`src/rtl/serial_adder_unit.sv`:
```
// Bit-serial WIDTH-bit adder: two NAND half-adder cells form a full adder per clock,
// operands consumed LSB-first, with start/busy/done handshake and held result flags.

module nand_half_adder (
    input  logic a,
    input  logic b,
    output logic p,   // carry
    output logic q    // sum
);
    logic n_ab;
    logic n_a;
    logic n_b;

    assign n_ab = ~(a & b);
    assign n_a  = ~(a & n_ab);
    assign n_b  = ~(b & n_ab);
    assign q    = ~(n_a & n_b);
    assign p    = ~n_ab;
endmodule

module serial_adder_unit #(
    parameter int WIDTH = 4
) (
    input  logic             clk,
    input  logic             rst_n,
    input  logic             start,
    input  logic [WIDTH-1:0] a_in,
    input  logic [WIDTH-1:0] b_in,
    input  logic             cin,
    output logic             busy,
    output logic             done,
    output logic [WIDTH-1:0] sum,
    output logic             cout,
    output logic             ovf
);
    localparam int CW = (WIDTH > 2) ? $clog2(WIDTH) : 1;
    localparam logic [CW-1:0] LAST_BIT = CW'(WIDTH - 1);

    localparam logic [1:0] S_IDLE = 2'd0;
    localparam logic [1:0] S_RUN  = 2'd1;
    localparam logic [1:0] S_DONE = 2'd2;

    logic [1:0]       state_q, state_d;
    logic [WIDTH-1:0] a_q, a_d;
    logic [WIDTH-1:0] b_q, b_d;
    logic             carry_q, carry_d;
    logic [CW-1:0]    count_q, count_d;
    logic [WIDTH-1:0] sum_q, sum_d;
    logic             cout_q, cout_d;
    logic             ovf_q, ovf_d;

    logic s1, c1, s_bit, c2, carry_next;

    nand_half_adder u_ha_ab (
        .a (a_q[0]),
        .b (b_q[0]),
        .p (c1),
        .q (s1)
    );

    nand_half_adder u_ha_cy (
        .a (s1),
        .b (carry_q),
        .p (c2),
        .q (s_bit)
    );

    assign carry_next = c1 | c2;

    always_comb begin
        state_d = state_q;
        a_d     = a_q;
        b_d     = b_q;
        carry_d = carry_q;
        count_d = count_q;
        sum_d   = sum_q;
        cout_d  = cout_q;
        ovf_d   = ovf_q;
        case (state_q)
            S_IDLE, S_DONE: begin
                // DONE accepts a new start just like IDLE so operations can run back to back
                if (start) begin
                    a_d     = a_in;
                    b_d     = b_in;
                    carry_d = cin;
                    count_d = '0;
                    sum_d   = '0;
                    ovf_d   = 1'b0;
                    state_d = S_RUN;
                end else begin
                    state_d = S_IDLE;
                end
            end
            S_RUN: begin
                carry_d = carry_next;
                sum_d   = {s_bit, sum_q[WIDTH-1:1]};
                a_d     = a_q >> 1;
                b_d     = b_q >> 1;
                count_d = count_q + CW'(1);
                if (count_q == LAST_BIT) begin
                    // carry_q here is the carry into the MSB
                    cout_d  = carry_next;
                    ovf_d   = carry_q ^ carry_next;
                    state_d = S_DONE;
                end
            end
            default: state_d = S_IDLE;
        endcase
    end

    always_ff @(posedge clk or negedge rst_n) begin
        if (!rst_n) begin
            state_q <= S_IDLE;
            a_q     <= '0;
            b_q     <= '0;
            carry_q <= 1'b0;
            count_q <= '0;
            sum_q   <= '0;
            cout_q  <= 1'b0;
            ovf_q   <= 1'b0;
        end else begin
            state_q <= state_d;
            a_q     <= a_d;
            b_q     <= b_d;
            carry_q <= carry_d;
            count_q <= count_d;
            sum_q   <= sum_d;
            cout_q  <= cout_d;
            ovf_q   <= ovf_d;
        end
    end

    assign busy = (state_q == S_RUN);
    assign done = (state_q == S_DONE);
    assign sum  = sum_q;
    assign cout = cout_q;
    assign ovf  = ovf_q;
endmodule

```
`config.mk`:
```
export PLATFORM = sky130hd
export DESIGN_NAME = serial_adder_unit
export DESIGN_NICKNAME = d
export VERILOG_FILES = /design/src/rtl/serial_adder_unit.sv
export SDC_FILE = /design/constraint.sdc
export NUM_CORES = 1
export LEC_CHECK = 0
export BUFFER_PORTS_ARGS = -buffer_cell sky130_fd_sc_hd__buf_2
export CAP_MARGIN = 10
export CELL_PAD_IN_SITES_DETAIL_PLACEMENT = 1
export CELL_PAD_IN_SITES_GLOBAL_PLACEMENT = 1
export CORE_UTILIZATION = 39
export CTS_CLUSTER_SIZE = 40
export DETAILED_ROUTE_END_ITERATION = 12
export GPL_TIMING_DRIVEN = 0
export PLACE_DENSITY = 0.81
export REMOVE_ABC_BUFFERS = 1
export SLEW_MARGIN = 0
export SYNTH_ARGS = -nofsm -noshare
export SYNTH_HDL_FRONTEND = slang
export SYNTH_HIERARCHICAL = 1
export SYNTH_SLANG_ARGS = --single-unit
```
`constraint.sdc`:
```
create_clock -name clk -period 1.9 [get_ports clk]
set_input_delay 0.19 -clock clk [delete_from_list [all_inputs] [get_ports clk]]
set_output_delay 0.19 -clock clk [all_outputs]
set_load 0.1 [all_outputs]
```
==> results of run 1 <==
critical path: cells and delay by family (launching register included):
| kind | cells | cell delay [ns] |
|---|---|---|
| buffers and inverters | 2 | 0.50 |
| DFF | 1 | 0.40 |
| and+or+nand+nor | 1 | 0.37 |
routing by layer:
layer	global-route usage, %	share of wire [%]	wire length, um
met1	21.8	44	763
met2	28.9	49	845
met3	4.53	3.8	65
met4	11.7	2.8	48
met5	0	0	0
cells in the mapped netlist, drive strengths merged:
cell type  count  area (um^2)
a31oi          6         37.5
buf            4         28.8
inv            2         15.0
nor2b          1         6.26
ha             3         37.5
nand3b         1         7.51
xor2           1         8.76
nand2         13         48.8
nor2           9         41.3
a221o          1         10.0
nand3          2         10.0
o21ai          4         20.0
dfrtp         19          475
and2b          1         7.51
a22o           7         61.3
nand2b         2         12.5
layout by cell type (no fill, tap or decap), types with 2 or more instances in the layout:
cell type | Yosys | layout
a22o_1 | 7 | 7
nand3_1 | 2 | 2
buf_2 | 2 | 18
o21ai_0 | 4 | 4
dfrtp_1 | 19 | 19
ha_1 | 3 | 3
clkbuf_4 | 0 | 4
nor2_1 | 8 | 8
nand2_1 | 13 | 13
a31oi_1 | 6 | 6
registers in the layout, summed over array words and instances (netlist names):
name / flops
carry_q: 1
cout: 1
a_q: 4
sum: 4
ovf: 1
count_q: 2
state_q: 2
b_q: 4
stage by stage:
stage / hold WS, ns / worst slack (ns) / utilization [%] / instances / area [um^2]
final: 0.118 / 0.146 / 48.9 / 123 / 970
after CTS: 0.106 / 0.0254 / 48.8 / 123 / 967
after global routing: 0.122 / 0.0829 / 48.9 / 123 / 970
after global placement: 0.147 / 0.217 / 46.8 / 118 / 928
after detailed placement: 0.149 / 0.193 / 46.8 / 118 / 928
after floorplan: -0.106 / 0.349 / - / 72 / 800
kinds of logic after synthesis:
logic type | after synthesis | share of synthesized area [%]
AND/OR/NAND/NOR | 29 | 16.2
flip-flops | 19 | 57.4
AO/OA/AOI/OAI | 18 | 15.6
buffers and inverters | 6 | 5.29
adder cells (fa/ha/maj) | 3 | 4.53
XOR/XNOR | 1 | 1.06
cell type report:
class | instances | area share, %
clock buffers | 4 | 2.71
inverters | 2 | 1.55
multi-input cells | 51 | 32.1
flip-flops and latches | 19 | 49.0
well taps | 27 | 3.48
repair buffers | 20 | 11.1
how the worst max path moves through the flow:
| stage | start | depth (start not counted) | slack (ns) | endpoint |
|---|---|---|---|---|
| CTS | state_q[1] | 3 | 0.03 | busy |
| global placement | state_q[1] | 3 | 0.22 | busy |
| finish | state_q[1] | 3 | 0.15 | busy |
| global route | state_q[1] | 3 | 0.08 | busy |
| detailed placement | state_q[1] | 3 | 0.19 | busy |
| floorplan | state_q[1] | 4 | 0.35 | carry_q |
timing repair:
| item | 4_1_cts | 5_1_grt |
|---|---|---|
| endpoints found under the hold margin | 19 | 0 |
| gates resized for setup | 1 | 1 |
| setup endpoints to repair | 1 | 1 |
| hold buffers | 1 | 0 |
==> metrics.md, run 1 <==
| Metric | Value |
|---|---|
| Distinct cells, synth | 20 |
| Tmin final | 1.75 ns |
| Mapped Cells | 76 |
| Initial antenna violation count | 0 |
| Reg clk slew, reported paths | 0.10 ns |
| Final Cycle Share | 92.3% |
| Total grt overflow | 0 |
| Post-layout nets | 112 |
| FP Rows | 16 |
| Max-slew violations | 0 |
| Reg2Reg Depth | 3 |
| WS Path Type | register to output pin |
| HP Class | input port to register |
| Crit path cell chain | nand2b_2 -> inv_8 -> clkbuf_4 |
| Die Footprint | 2310 um^2 |
| Vias per cell | 5.22 |
| Post-Syn Area | 828 um^2 |
| RR Startpoint | state_q[0] |
| Setup Total Neg Slack | 0 ns |
| GRT Resource Usage Total | 18.2% |
| CP Max Fanout | 17 |
| Total of max-cap violations | 0 |
| First drt pass iteration count | 4 |
| Slowest library cell on the worst path | dfrtp_1 |
| Global-route wire length before repair | 2720 um |
| Share of cells above drive strength 1 | 26.0% |
| Root buf cell | clkbuf_4 |
| FF+latch count, synth | 19 |
| GPL Wtd Cong | 0.665 |
| Post-CTS setup buffer count | 0 |
| Die X | 48.1 um |
| Critical path arrival | 1.56 ns |
| Worst path max stage delay | 0.40 ns |
| Crit end category | output pin |
| Routed vias | 642 |
| CTS sink cnt | 19 |
| HP Start | a_in[3] |
| Post-Syn Area per Cell | 10.9 um^2 |
| Slew HR | 45.9% |
| Number of fill cells | 234 |
| Sequential share of the synthesized area | 57.4% |
| Largest net degree at the start of global routing | 20 |
| Setup crit start kind | register |
| Number of buffers created by CTS | 3 |
| Residual DRC | 0 |
| Ys Warns | 6 |
| Worst slew pin tran | 0.809 ns |
| Clk_skew | 0.00481 ns |
| Reg-to-Reg End | carry_q |
| Sequential cell area | 475 um^2 |
| Final setup fails | 0 |
| Hold endpoint | a_q[3] |
| Hold path depth | 2 |
| H-tree depth | 1 |
| Multi-input logic area | 312 um^2 |
| Routed wire per std cell | 14.0 um |
| Drt total wl | 1720 um |
| Status | completed |
| Area delta synth->final | 17.1% |
| Worst-skew pair later-pin latency | 0.29 ns |
| Fmax | 570 MHz |
| FF-to-FF setup slack | 0.26 ns |
| HPWL after DPL | 1240 um |
| Required time at the worst-slack endpoint | 1.71 ns |
| # diodes | 0 |
| Core Region | 1980 um^2 |
| Vias in the first global route | 611 |
| Initial DRC count | 12 |
| CTS tree | done |
| I/O pin total | 20 |
| Initial Util | 41.8% |
| CTS Buffer Depth | 2 |
| Die span in y | 48.1 um |
| Port bufs | 19 |
| RSZ-0062 raised after global routing | false |
| Antenna viol nets, final | 0 |
| Final Hold Vio Count | 0 |
Power of run 1 is left out: the tool's default activity adds up to more than one toggle a clock period on the data nets, which glitch-free logic cannot reach.
==> inputs of run 2 (changes only) <==
GPL_TIMING_DRIVEN = unset   (was 0)
==> metrics.md, run 2 (same netlist as run 1, synthesis figures left out) <==
| Metric | Value |
|---|---|
| Status | completed |
| Port bufs | 19 (unchanged) |
| Required time at the worst-slack endpoint | 1.71 ns (about the same) |
| H-tree depth | 1 (unchanged) |
| Post-CTS setup buffer count | 0 (unchanged) |
| CP Buf/Inv Count | 2 (unchanged) |
| Share of cells above drive strength 1 | 26.5% (+0.49 points) |
| Final Hold Vio Count | 0 (unchanged) |
| Antenna viol nets, final | 0 (unchanged) |
| # diodes | 0 (unchanged) |
| Worst slew pin tran | 0.492 ns (-0.317 ns) |
| Max-slew violations | 0 (unchanged) |
| Number of fill cells | 227 (-3.0%) |
| Slew HR | 67.2% (+21 points) |
| Die X | 48.1 um (unchanged) |
| Residual DRC | 0 (unchanged) |
| Worst-skew pair later-pin latency | 0.29 ns (about the same) |
| Post-layout nets | 114 (+1.8%) |
| Routed wire per std cell | 15.0 um (+7.3%) |
| Core Region | 1980 um^2 (unchanged) |
| Die Footprint | 2310 um^2 (unchanged) |
| HP Start | a_in[3] |
| Setup crit start kind | register |
| HPWL after DPL | 1380 um (+11%) |
| Slowest library cell on the worst path | dfrtp_1 |
| I/O pin total | 20 (unchanged) |
| Die span in y | 48.1 um (unchanged) |
| Total of max-cap violations | 0 (unchanged) |
| Highest-count cells in the layout ignoring fill and taps | 19 x dfrtp_1, 18 x buf_2, 13 x nand2_1, 8 x nor2_1, 7 x a22o_1 |
| Critical path arrival | 1.42 ns (-0.14 ns) |
| Initial Util | 41.8% (unchanged) |
| Routed vias | 639 (-0.47%) |
| CTS sink cnt | 19 (unchanged) |
| Crit path from | state_q[1] |
| WS Path Type | register to output pin |
| CTS Buffer Depth | 2 (unchanged) |
| Final setup fails | 0 (unchanged) |
| Vias per cell | 5.11 (-2.1%) |
| Vias in the first global route | 620 (+1.5%) |
| HP Class | input port to register |
| Tmin final | 1.61 ns (-0.140 ns) |
| Drt total wl | 1880 um (+9.1%) |
| First drt pass iteration count | 4 (unchanged) |
| GRT Resource Usage Total | 19.5% (+1.3 points) |
| Fmax | 620 MHz (+8.7%) |
| Initial antenna violation count | 0 (unchanged) |
| RSZ-0062 raised after global routing | false |
| FP Rows | 16 (unchanged) |
| Global-route wire length before repair | 3030 um (+11%) |
| CP Max Fanout | 9 (-8) |
| CTS tree | done |
| Clk_skew | 0.00666 ns (+0.00184 ns) |
| Total grt overflow | 0 (unchanged) |
| Initial DRC count | 10 (-2) |
| Root buf cell | clkbuf_4 |
| Crit end category | output pin |
| GPL Wtd Cong | 0.772 (+16%) |
| Area delta synth->final | 20.1% |
| Largest net degree at the start of global routing | 20 (unchanged) |
| Crit path cell chain | nand2b_1 -> inv_8 -> buf_12 |
| RR Startpoint | a_q[0] |
| Reg clk slew, reported paths | 0.11 ns (about the same) |
| Worst path max stage delay | 0.40 ns (about the same) |
| Number of buffers created by CTS | 3 (unchanged) |
| Final Cycle Share | 84.9% (-7.4 points) |
| Delay-heaviest family, CP | flip-flops |
| Setup Total Neg Slack | 0 ns (unchanged) |
| Commonest non-fill, non-tap cell in the layout | dfrtp_1 |
-- run 2: per-layer routing --
metal | routed length, um | share of wire (%) | GRT usage, %
met1 | 894 | 48 | 27.3
met4 | 8 | 0.43 | 6.67
met5 | 0 | 0 | 0
met3 | 57 | 3.0 | 3.77
met2 | 919 | 49 | 30.0
-- run 2: area by class of cell --
| class | instances | area, um^2 | area share (%) |
|---|---|---|---|
| sequential | 19 | 475 | 47.8 |
| multi-input combinational | 51 | 309 | 31.1 |
| timing repair buffer | 22 | 135 | 13.6 |
| tap | 27 | 33.8 | 3.40 |
| clock buffer | 4 | 26.3 | 2.64 |
| inverter | 2 | 15.0 | 1.51 |
-- run 2: final timing paths --
kind	cells after the start	slack, ns	end
hold reg to reg	2	0.50	cout
setup reg to reg	5	0.38	carry_q
hold / removal	2	0.11	a_q[3]
max in group asynchronous	2	1.22	sum[2]
min in group asynchronous	2	0.38	sum[1]
setup / recovery	3	0.29	busy
-- run 2: worst reg2reg max path, stage by stage (launching register included) --
cell	delay [ns]
dfrtp_1	0.40
ha_1	0.30
ha_1	0.20
nor2_1	0.19
nor2_1	0.06
a221o_1	0.26
-- run 2: metrics by stage --
step	cells	hold slack, ns	instance area, um^2	setup slack [ns]	utilization, %
after floorplan	72	-0.106	800	0.349	-
after global placement	120	0.145	958	0.444	48.4
after detailed placement	120	0.156	958	0.389	48.4
after CTS	125	0.0957	995	0.261	50.2
after global routing	125	0.112	995	0.200	50.2
final	125	0.111	995	0.286	50.2
-- run 2: repair_timing --
action | 4_1_cts | 5_1_grt
endpoints found under the hold margin | 19 | 0
gates resized for setup | 0 | 0
hold buffers | 1 | 0
Power of run 2 is left out for the same reason.
